[src/rtl/ud_dir_ctrl.sv]
// ud_dir_ctrl: direction/clear controller for a 4-bit up/down counter.
// Two raw buttons (direction toggle, clear) are synchronized, optionally
// debounced, and turned into press events that drive a small UP/DOWN/CLR FSM.
// In auto mode the FSM ping-pongs between LO and HI using the counter feedback.
// Build option: define UD_CTRL_DEBOUNCE_EN to include the per-button debouncer;
// without it the synchronized level is used directly and DB_CYCLES is unused.
module ud_dir_ctrl #(
   parameter int         DB_CYCLES = 4,
   parameter logic [3:0] HI        = 4'd14,
   parameter logic [3:0] LO        = 4'd1
) (
   input  logic       clk,
   input  logic       rst,
   input  logic       btn_dir,
   input  logic       btn_clr,
   input  logic       mode,
   input  logic [3:0] count,
   output logic       ud,
   output logic       cnt_rst,
   output logic       dir_chg
);

   typedef enum logic [1:0] {ST_UP, ST_DOWN, ST_CLR} state_e;

   // Button index 0 = direction, 1 = clear.
   localparam int BTN_DIR = 0;
   localparam int BTN_CLR = 1;

   // A debounce threshold outside 1..15 does not fit the 4-bit counter.
   if (DB_CYCLES < 1 || DB_CYCLES > 15) begin : g_db_range_err
      $error("ud_dir_ctrl: DB_CYCLES must be in 1..15");
   end

   logic [1:0] btn_raw;
   logic [1:0] s1_q, s2_q;
   logic [1:0] lvl;
   logic [1:0] prev_q, prev_d;
   logic [1:0] press;

   state_e     state_q, state_d;
   logic       clr_cnt_q, clr_cnt_d;
   logic       ud_q, ud_d;
   logic       cnt_rst_q, cnt_rst_d;
   logic       dir_chg_q, dir_chg_d;

   assign btn_raw = {btn_clr, btn_dir};

   // Two-flop synchronizer for both raw buttons.
   always_ff @(posedge clk or posedge rst) begin
      if (rst) begin
         s1_q <= '0;
         s2_q <= '0;
      end else begin
         s1_q <= btn_raw;
         s2_q <= s1_q;
      end
   end

`ifdef UD_CTRL_DEBOUNCE_EN
   logic [1:0][3:0] db_cnt_q, db_cnt_d;
   logic [1:0]      db_q, db_d;

   // Count consecutive cycles the synchronized level disagrees with the
   // debounced level; adopt the new level on the DB_CYCLES-th one.
   always_comb begin
      db_cnt_d = db_cnt_q;
      db_d     = db_q;
      for (int i = 0; i < 2; i++) begin
         if (s2_q[i] != db_q[i]) begin
            if (db_cnt_q[i] == 4'(DB_CYCLES - 1)) begin
               db_d[i]     = s2_q[i];
               db_cnt_d[i] = '0;
            end else begin
               db_cnt_d[i] = db_cnt_q[i] + 4'd1;
            end
         end else begin
            db_cnt_d[i] = '0;
         end
      end
   end

   // Debouncer state registers.
   always_ff @(posedge clk or posedge rst) begin
      if (rst) begin
         db_cnt_q <= '0;
         db_q     <= '0;
      end else begin
         db_cnt_q <= db_cnt_d;
         db_q     <= db_d;
      end
   end

   assign lvl = db_q;
`else
   assign lvl = s2_q;
`endif

   // Press event is the rising edge of the (debounced) level only.
   assign prev_d = lvl;
   assign press  = lvl & ~prev_q;

   // Previous-level register for edge detection.
   always_ff @(posedge clk or posedge rst) begin
      if (rst) prev_q <= '0;
      else     prev_q <= prev_d;
   end

   // Next state: clear beats everything, then auto limit / manual toggle.
   // Outputs are derived from the next state so they register with it.
   always_comb begin
      state_d   = state_q;
      clr_cnt_d = clr_cnt_q;
      if (press[BTN_CLR]) begin
         state_d   = ST_CLR;
         clr_cnt_d = 1'b0;
      end else begin
         case (state_q)
            ST_UP:   if (mode ? (count >= HI) : press[BTN_DIR]) state_d = ST_DOWN;
            ST_DOWN: if (mode ? (count <= LO) : press[BTN_DIR]) state_d = ST_UP;
            ST_CLR: begin
               if (clr_cnt_q) begin
                  state_d   = ST_UP;
                  clr_cnt_d = 1'b0;
               end else begin
                  clr_cnt_d = 1'b1;
               end
            end
            default: state_d = ST_UP;
         endcase
      end
      ud_d      = (state_d != ST_DOWN);
      cnt_rst_d = (state_d == ST_CLR);
      dir_chg_d = (ud_d != ud_q);
   end

   // FSM state and registered outputs.
   always_ff @(posedge clk or posedge rst) begin
      if (rst) begin
         state_q   <= ST_UP;
         clr_cnt_q <= 1'b0;
         ud_q      <= 1'b1;
         cnt_rst_q <= 1'b0;
         dir_chg_q <= 1'b0;
      end else begin
         state_q   <= state_d;
         clr_cnt_q <= clr_cnt_d;
         ud_q      <= ud_d;
         cnt_rst_q <= cnt_rst_d;
         dir_chg_q <= dir_chg_d;
      end
   end

   assign ud      = ud_q;
   assign cnt_rst = cnt_rst_q;
   assign dir_chg = dir_chg_q;

endmodule

[config.mk]
export PLATFORM = sky130hd
export DESIGN_NAME = ud_dir_ctrl
export DESIGN_NICKNAME = d
export VERILOG_FILES = /design/src/rtl/ud_dir_ctrl.sv
export SDC_FILE = /design/constraint.sdc
export NUM_CORES = 1
export LEC_CHECK = 0
export BUFFER_PORTS_ARGS = -buffer_cell sky130_fd_sc_hd__buf_2
export CORE_AREA = 2 2 39 41
export CTS_CLUSTER_SIZE = 40
export DETAILED_ROUTE_END_ITERATION = 8
export DIE_AREA = 0 0 41 43
export GPL_ROUTABILITY_DRIVEN = 0
export PLACE_DENSITY = 0.67
export SYNTH_ARGS = -nofsm -noshare
export SYNTH_HDL_FRONTEND = slang
export SYNTH_SLANG_ARGS = --single-unit
[constraint.sdc]
create_clock -name clk -period 1.7 [get_ports clk]
set_input_delay 0.17 -clock clk [delete_from_list [all_inputs] [get_ports clk]]
set_output_delay 0.17 -clock clk [all_outputs]
set_load 0.03 [all_outputs]
# Word-level counts from Yosys, hierarchy flattened
# Index checks and enable logic that the tools add are counted.
op_classes:
  order_cmp: 2
  n_eq_ne: 5
  n_mux: 10
  bitwise_logic: 2
  reduce_logical: 2
ops:
  columns: ["cell", "n"]
  rows:
  - ["$mux 2", 4]
  - ["$pmux 2 s3", 1]
  - ["$mux 1", 5]
  - ["$eq 2x2->1 const B", 2]
  - ["$ge 4x4->1 const B", 1]
  - ["$le 4x1->1 const B", 1]
  - ["$and 2x2->2", 1]
  - ["$eq 2x1->1 const B", 1]
  - ["$logic_not 2->1", 1]
  - ["$ne 2x1->1 const B", 1]
  - ["$not 2->2", 1]
  - ["$reduce_bool 2->1", 1]
  - ["$ne 1x1->1", 1]
totals:
  ff_bits: 12

# Longest topological paths before layout
logic_depth:
  depth_word: 8
  ltp_mapped: 4
  mapped_depth_nobuf: 4

# Worst setup path after synthesis
# No wires, ideal clock.
synth_timing:
  kind: "reg-to-reg"
  startpoint: "register prev_q[0]"
  endpoint: "register dir_chg_q, in the netlist dir_chg"
  setup_ps: 129
  arrival_ps: 1305
  t_required_ps: 1571
  setup_slack_ps: 266
  stages_incl_launch_ff: 5
  path_buffers: 0
  synth_period_minus_slack_ps: 1434
  cell_sequence: "dfrtp_1 -> or3b_4 -> a2111oi_4 -> a31oi_4 -> xor2_1"
synth_between:
  elab_chain_cells: 8
  word_cells_on_any_way: 10
synth_lines:
  columns: ["element", "line_no", "rtl"]
  rows:
  - ["from (decl)", "37", "logic [1:0] prev_q, prev_d;"]
  - ["from (signal assigned)", "105", "else prev_q <= prev_d;"]
  - ["$not 2->2 *", "100", "assign press = lvl & ~prev_q;"]
  - ["$and 2x2->2 *", "100", null]
  - ["$mux 1, on equally long branches", "119, 118", null]
  - ["$mux 2, on equally long branches", "119, 118", null]
  - ["$pmux 2 s3 *", "117", "case (state_q)"]
  - ["$mux 2 *", "113", "if (press[BTN_CLR]) begin"]
  - ["$ne 2x1->1 *", "131", "ud_d = (state_d != ST_DOWN);"]
  - ["via ud_d", "42", "logic ud_q, ud_d;"]
  - ["$ne 1x1->1 *", "133", "dir_chg_d = (ud_d != ud_q);"]
  - ["via dir_chg_d", "44", "logic dir_chg_q, dir_chg_d;"]
  - ["to (signal assigned)", "149", "dir_chg_q <= dir_chg_d;"]
  - ["to (decl)", "44", null]
# The timed path passes the listed nets; every way through them passes the cells marked *.
# A chain may end at the register's enable or synchronous reset.

# Final worst setup path
# Ends and elaborated chain as after synthesis.

==> Flow_metrics.wiki <==
{| class="wikitable"
! Metric !! Value
|-
| Remaining DRCs || 0
|-
| Die outline width || 41 µm
|-
| TritonCTS buffer count || 3
|-
| Setup Fix Bufs, Post-CTS || 0
|-
| Count of buffers inserted at the top-level ports || 10
|-
| Vias in the first global route || ~260
|-
| Post-layout instance count excluding filler cells || between 60 and 70
|-
| TNS Setup || 0 ns
|-
| Total non-filler cell area in the finished layout || 583 µm²
|-
| Clock latency at the later pin of the worst-skew pair || 0.26 ns
|-
| Share of the yosys chip area belonging to registers || 0.675
|-
| Maximum number of pins on one net before global-route repair || 13
|-
| Total global-route track usage || 0.0886
|-
| Pin slew with the least headroom to its limit || 0.423 ns
|-
| Setup repair after global routing missed its margin || false
|-
| Worst path setup slack after routing || 0.210 ns
|-
| Post-place instance area || 517 µm²
|-
| Leakage power || 0.270 nW
|-
| Maximum operating frequency || 0.671 GHz
|-
| Pre-antenna DRT Iters || 2
|-
| H-tree Lvls || 1
|-
| Max-cap violation count || 0
|-
| Final design utilization || 0.421
|-
| Data required time at the worst endpoint || 1.84 ns
|-
| TritonCTS Sinks || 12
|-
| Syn nets || 37
|-
| Total core area || between 1000 and 1500 µm²
|-
| Initial Util || 0.323
|-
| Global-route met3 utilization || 0.0314
|-
| Post-Synthesis Cells || 28
|-
| Cell depth of the worst hold path || 3
|-
| Crit share post-route || 0.876
|-
| Number of DRC markers after the initial detailed-route iteration || 4
|-
| CTS Buffer Depth || 2
|-
| Layout cells sized above 1 || 0.444
|-
| Via Count || 273
|-
| Final number of max-transition violations || 0
|-
| Critical register-to-register path startpoint || prev_q[0]
|-
| Worst-case setup slack after placement || 0.219 ns
|-
| Kind of cell with the highest combined delay on the critical path || compound AO/OA/AOI/OAI gates
|-
| Data arrival time of the worst path || 1.63 ns
|-
| Routed length per placed instance || 9.61 µm
|-
| Number of storage elements in the synthesis netlist || 12
|-
| Fraction of synthesized cell area in xor and xnor cells || 0.0196
|-
| Clock root buffer || sky130_fd_sc_hd__clkbuf_4
|-
| Compound-cell area share of the yosys netlist || 0.132
|-
| Dominant combinational cell family by area after synthesis || simple AND/OR/NAND/NOR gates
|-
| Commonest non-fill, non-tap cell in the layout || sky130_fd_sc_hd__dfrtp_1
|-
| Overall die area || between 1500 and 2000 µm²
|-
| Total I/O pin count || 12
|-
| Total power density per cell area || 1260 nW/µm²
|-
| Simple-gate area share of the yosys netlist || 0.148
|-
| Hold Path End || ud
|-
| Startpoint-to-endpoint class of the critical path || reg -> reg
|-
| Clock slew seen by the registers of the worst setup and hold paths || 0.07 ns
|-
| Layout overhead on the synthesized area || 30.5%
|-
| Peak fanout along the critical path || 3
|-
| Startpoint of the worst hold path || count[3]
|-
| Crit path launch type || register
|-
| Met1 Track Usage GR || 0.0874
|-
| Number of failing hold endpoints at the final stage || 0
|-
| Setup crit end kind || register
|-
| Path type of the worst min-delay path || in -> reg
|-
| Distinct cells, synth || 15
|-
| Total detailed-routing wirelength || 586 µm
|-
| Adder and majority cell fraction of the synthesized area || 0
|-
| Stage delay of the slowest cell on the critical path || 0.42 ns
|-
| Quantity of gates resized following cts || 0
|-
| Worst reg-to-reg setup slack || 0.21 ns
|-
| Final setup vio count || 0
|-
| Top library cells by usage in the layout, fill and taps aside || 11 x sky130_fd_sc_hd__dfrtp_1, 10 x sky130_fd_sc_hd__buf_2, 3 x sky130_fd_sc_hd__inv_1, 3 x sky130_fd_sc_hd__clkbuf_4, 3 x sky130_fd_sc_hd__dlygate4sd3_1
|-
| Standard-cell rows || 14
|-
| Max transition margin || 0.718
|-
| Post-route antenna net violation count || 0
|-
| Number of buffer and inverter instances along the worst setup path || 0
|-
| Placed wire-length estimate || 442 µm
|-
| Worst path cell trace || or3b_4, a2111oi_4, a31oi_4, xor2_1
|-
| Antenna diode count || 0
|-
| NumNets Final || 55
|-
| Met2 Use GR || 0.125
|-
| Post-synthesis cell area || between 400 and 500 µm²
|-
| Total instance count after detailed placement || 54
|-
| Total grt overflow || 0
|-
| Maximum ir drop on the vdd rail || 0.538 mV
|-
| Overall Power || 0.733 mW
|-
| Die height || between 40 and 50 µm
|-
| Run status || completed
|-
| Global routing's busiest layer || met2
|-
| Vias per inst || 4.48
|-
| Clock period minus final worst setup slack || 1.49 ns
|-
| CTS tree || yes
|-
| Mean Syn Cell Area || roughly 16 µm²
|-
| Library cell contributing the largest single delay on the critical path || sky130_fd_sc_hd__or3b_4
|-
| Number of warnings printed during yosys synthesis || 0
|-
| Post-synthesis mux area share || 0
|-
| Filler cell count in the final layout || 128
|-
| R2R depth || 4
|-
| First-pass GRT wire length || approximately 960 µm
|-
| Worst hold margin || approximately 0.23 ns
|-
| Antenna violations before repair || 0
|-
| Worst Skew || between 0.003 and 0.004 ns
|-
| Capture instance of the worst register-to-register path || dir_chg
|}
==> worst max path at each step <==
stage | cells past startpoint | end | startpoint
final | 4 | dir_chg | prev_q[0]
after global routing | 4 | dir_chg | prev_q[0]
after CTS | 4 | dir_chg | prev_q[0]
after detailed placement | 4 | dir_chg | prev_q[0]
after global placement | 4 | dir_chg | prev_q[0]
after floorplan | 4 | dir_chg | prev_q[0]
==> synth_stat cells <==
master	number	area share
sky130_fd_sc_hd__a2111oi_4	1	0.062
sky130_fd_sc_hd__a21oi_1	1	0.011
sky130_fd_sc_hd__a31oi_4	1	0.048
sky130_fd_sc_hd__and2b_2	1	0.020
sky130_fd_sc_hd__dfrtp_1	11	0.62
sky130_fd_sc_hd__dfstp_2	1	0.059
sky130_fd_sc_hd__inv_1	3	0.025
sky130_fd_sc_hd__nand2b_1	2	0.028
sky130_fd_sc_hd__nand4_1	1	0.014
sky130_fd_sc_hd__nor3b_1	1	0.017
sky130_fd_sc_hd__o21ai_0	1	0.011
sky130_fd_sc_hd__or3_1	1	0.014
sky130_fd_sc_hd__or3b_4	1	0.025
sky130_fd_sc_hd__or4b_4	1	0.031
sky130_fd_sc_hd__xor2_1	1	0.020
==> flip-flops by register name, indices dropped and copies added (netlist names) <==
signal     cells
clr_cnt_q      1
cnt_rst        1
dir_chg        1
lvl            2
prev_q         2
s1_q           2
state_q        2
ud             1
==> layer usage <==
metal | up-vias | part of all wire
li1 | 131 | -
met1 | 132 | 0.40
met2 | 8 | 0.52
met3 | 2 | 0.061
met4 | 0 | 0.014
met5 | - | 0
==> tightest hold or removal path, stage by stage <==
cell and delay (ns):
sky130_fd_sc_hd__buf_2 0.09, sky130_fd_sc_hd__or4b_4 0.12, sky130_fd_sc_hd__a31oi_4 0.09
==> cell type report <==
| cell class | count | area, µm² | share of cell area |
|---|---|---|---|
| tap | 16 | 20.0 | 0.0343 |
| multi-input combinational | 13 | 134 | 0.230 |
| sequential | 12 | 302 | 0.517 |
| clock buffer | 4 | 36.3 | 0.0622 |
| inverter | 3 | 11.3 | 0.0193 |
| timing repair buffer | 13 | 80.1 | 0.137 |
==> power breakdown <==
part	switching [mW]	leakage (nW)	internal [mW]	total, mW
logic	0.0923	0.106	0.0600	0.152
registers	0.0272	0.144	0.338	0.365
clock network	0.0859	0.0210	0.130	0.216
==> repair_timing <==
action,in CTS,in global routing
hold buffers,1,2
endpoints found under the hold margin,11,2
endpoints found under the setup margin,0,0
==> kinds of logic after synthesis <==
group                  count (synthesis)
AND/OR/NAND/NOR                        8
buffers and inverters                  3
XOR/XNOR                               1
flip-flops                            12
AO/OA/AOI/OAI                          4
(Power assumes the default switching activity.)
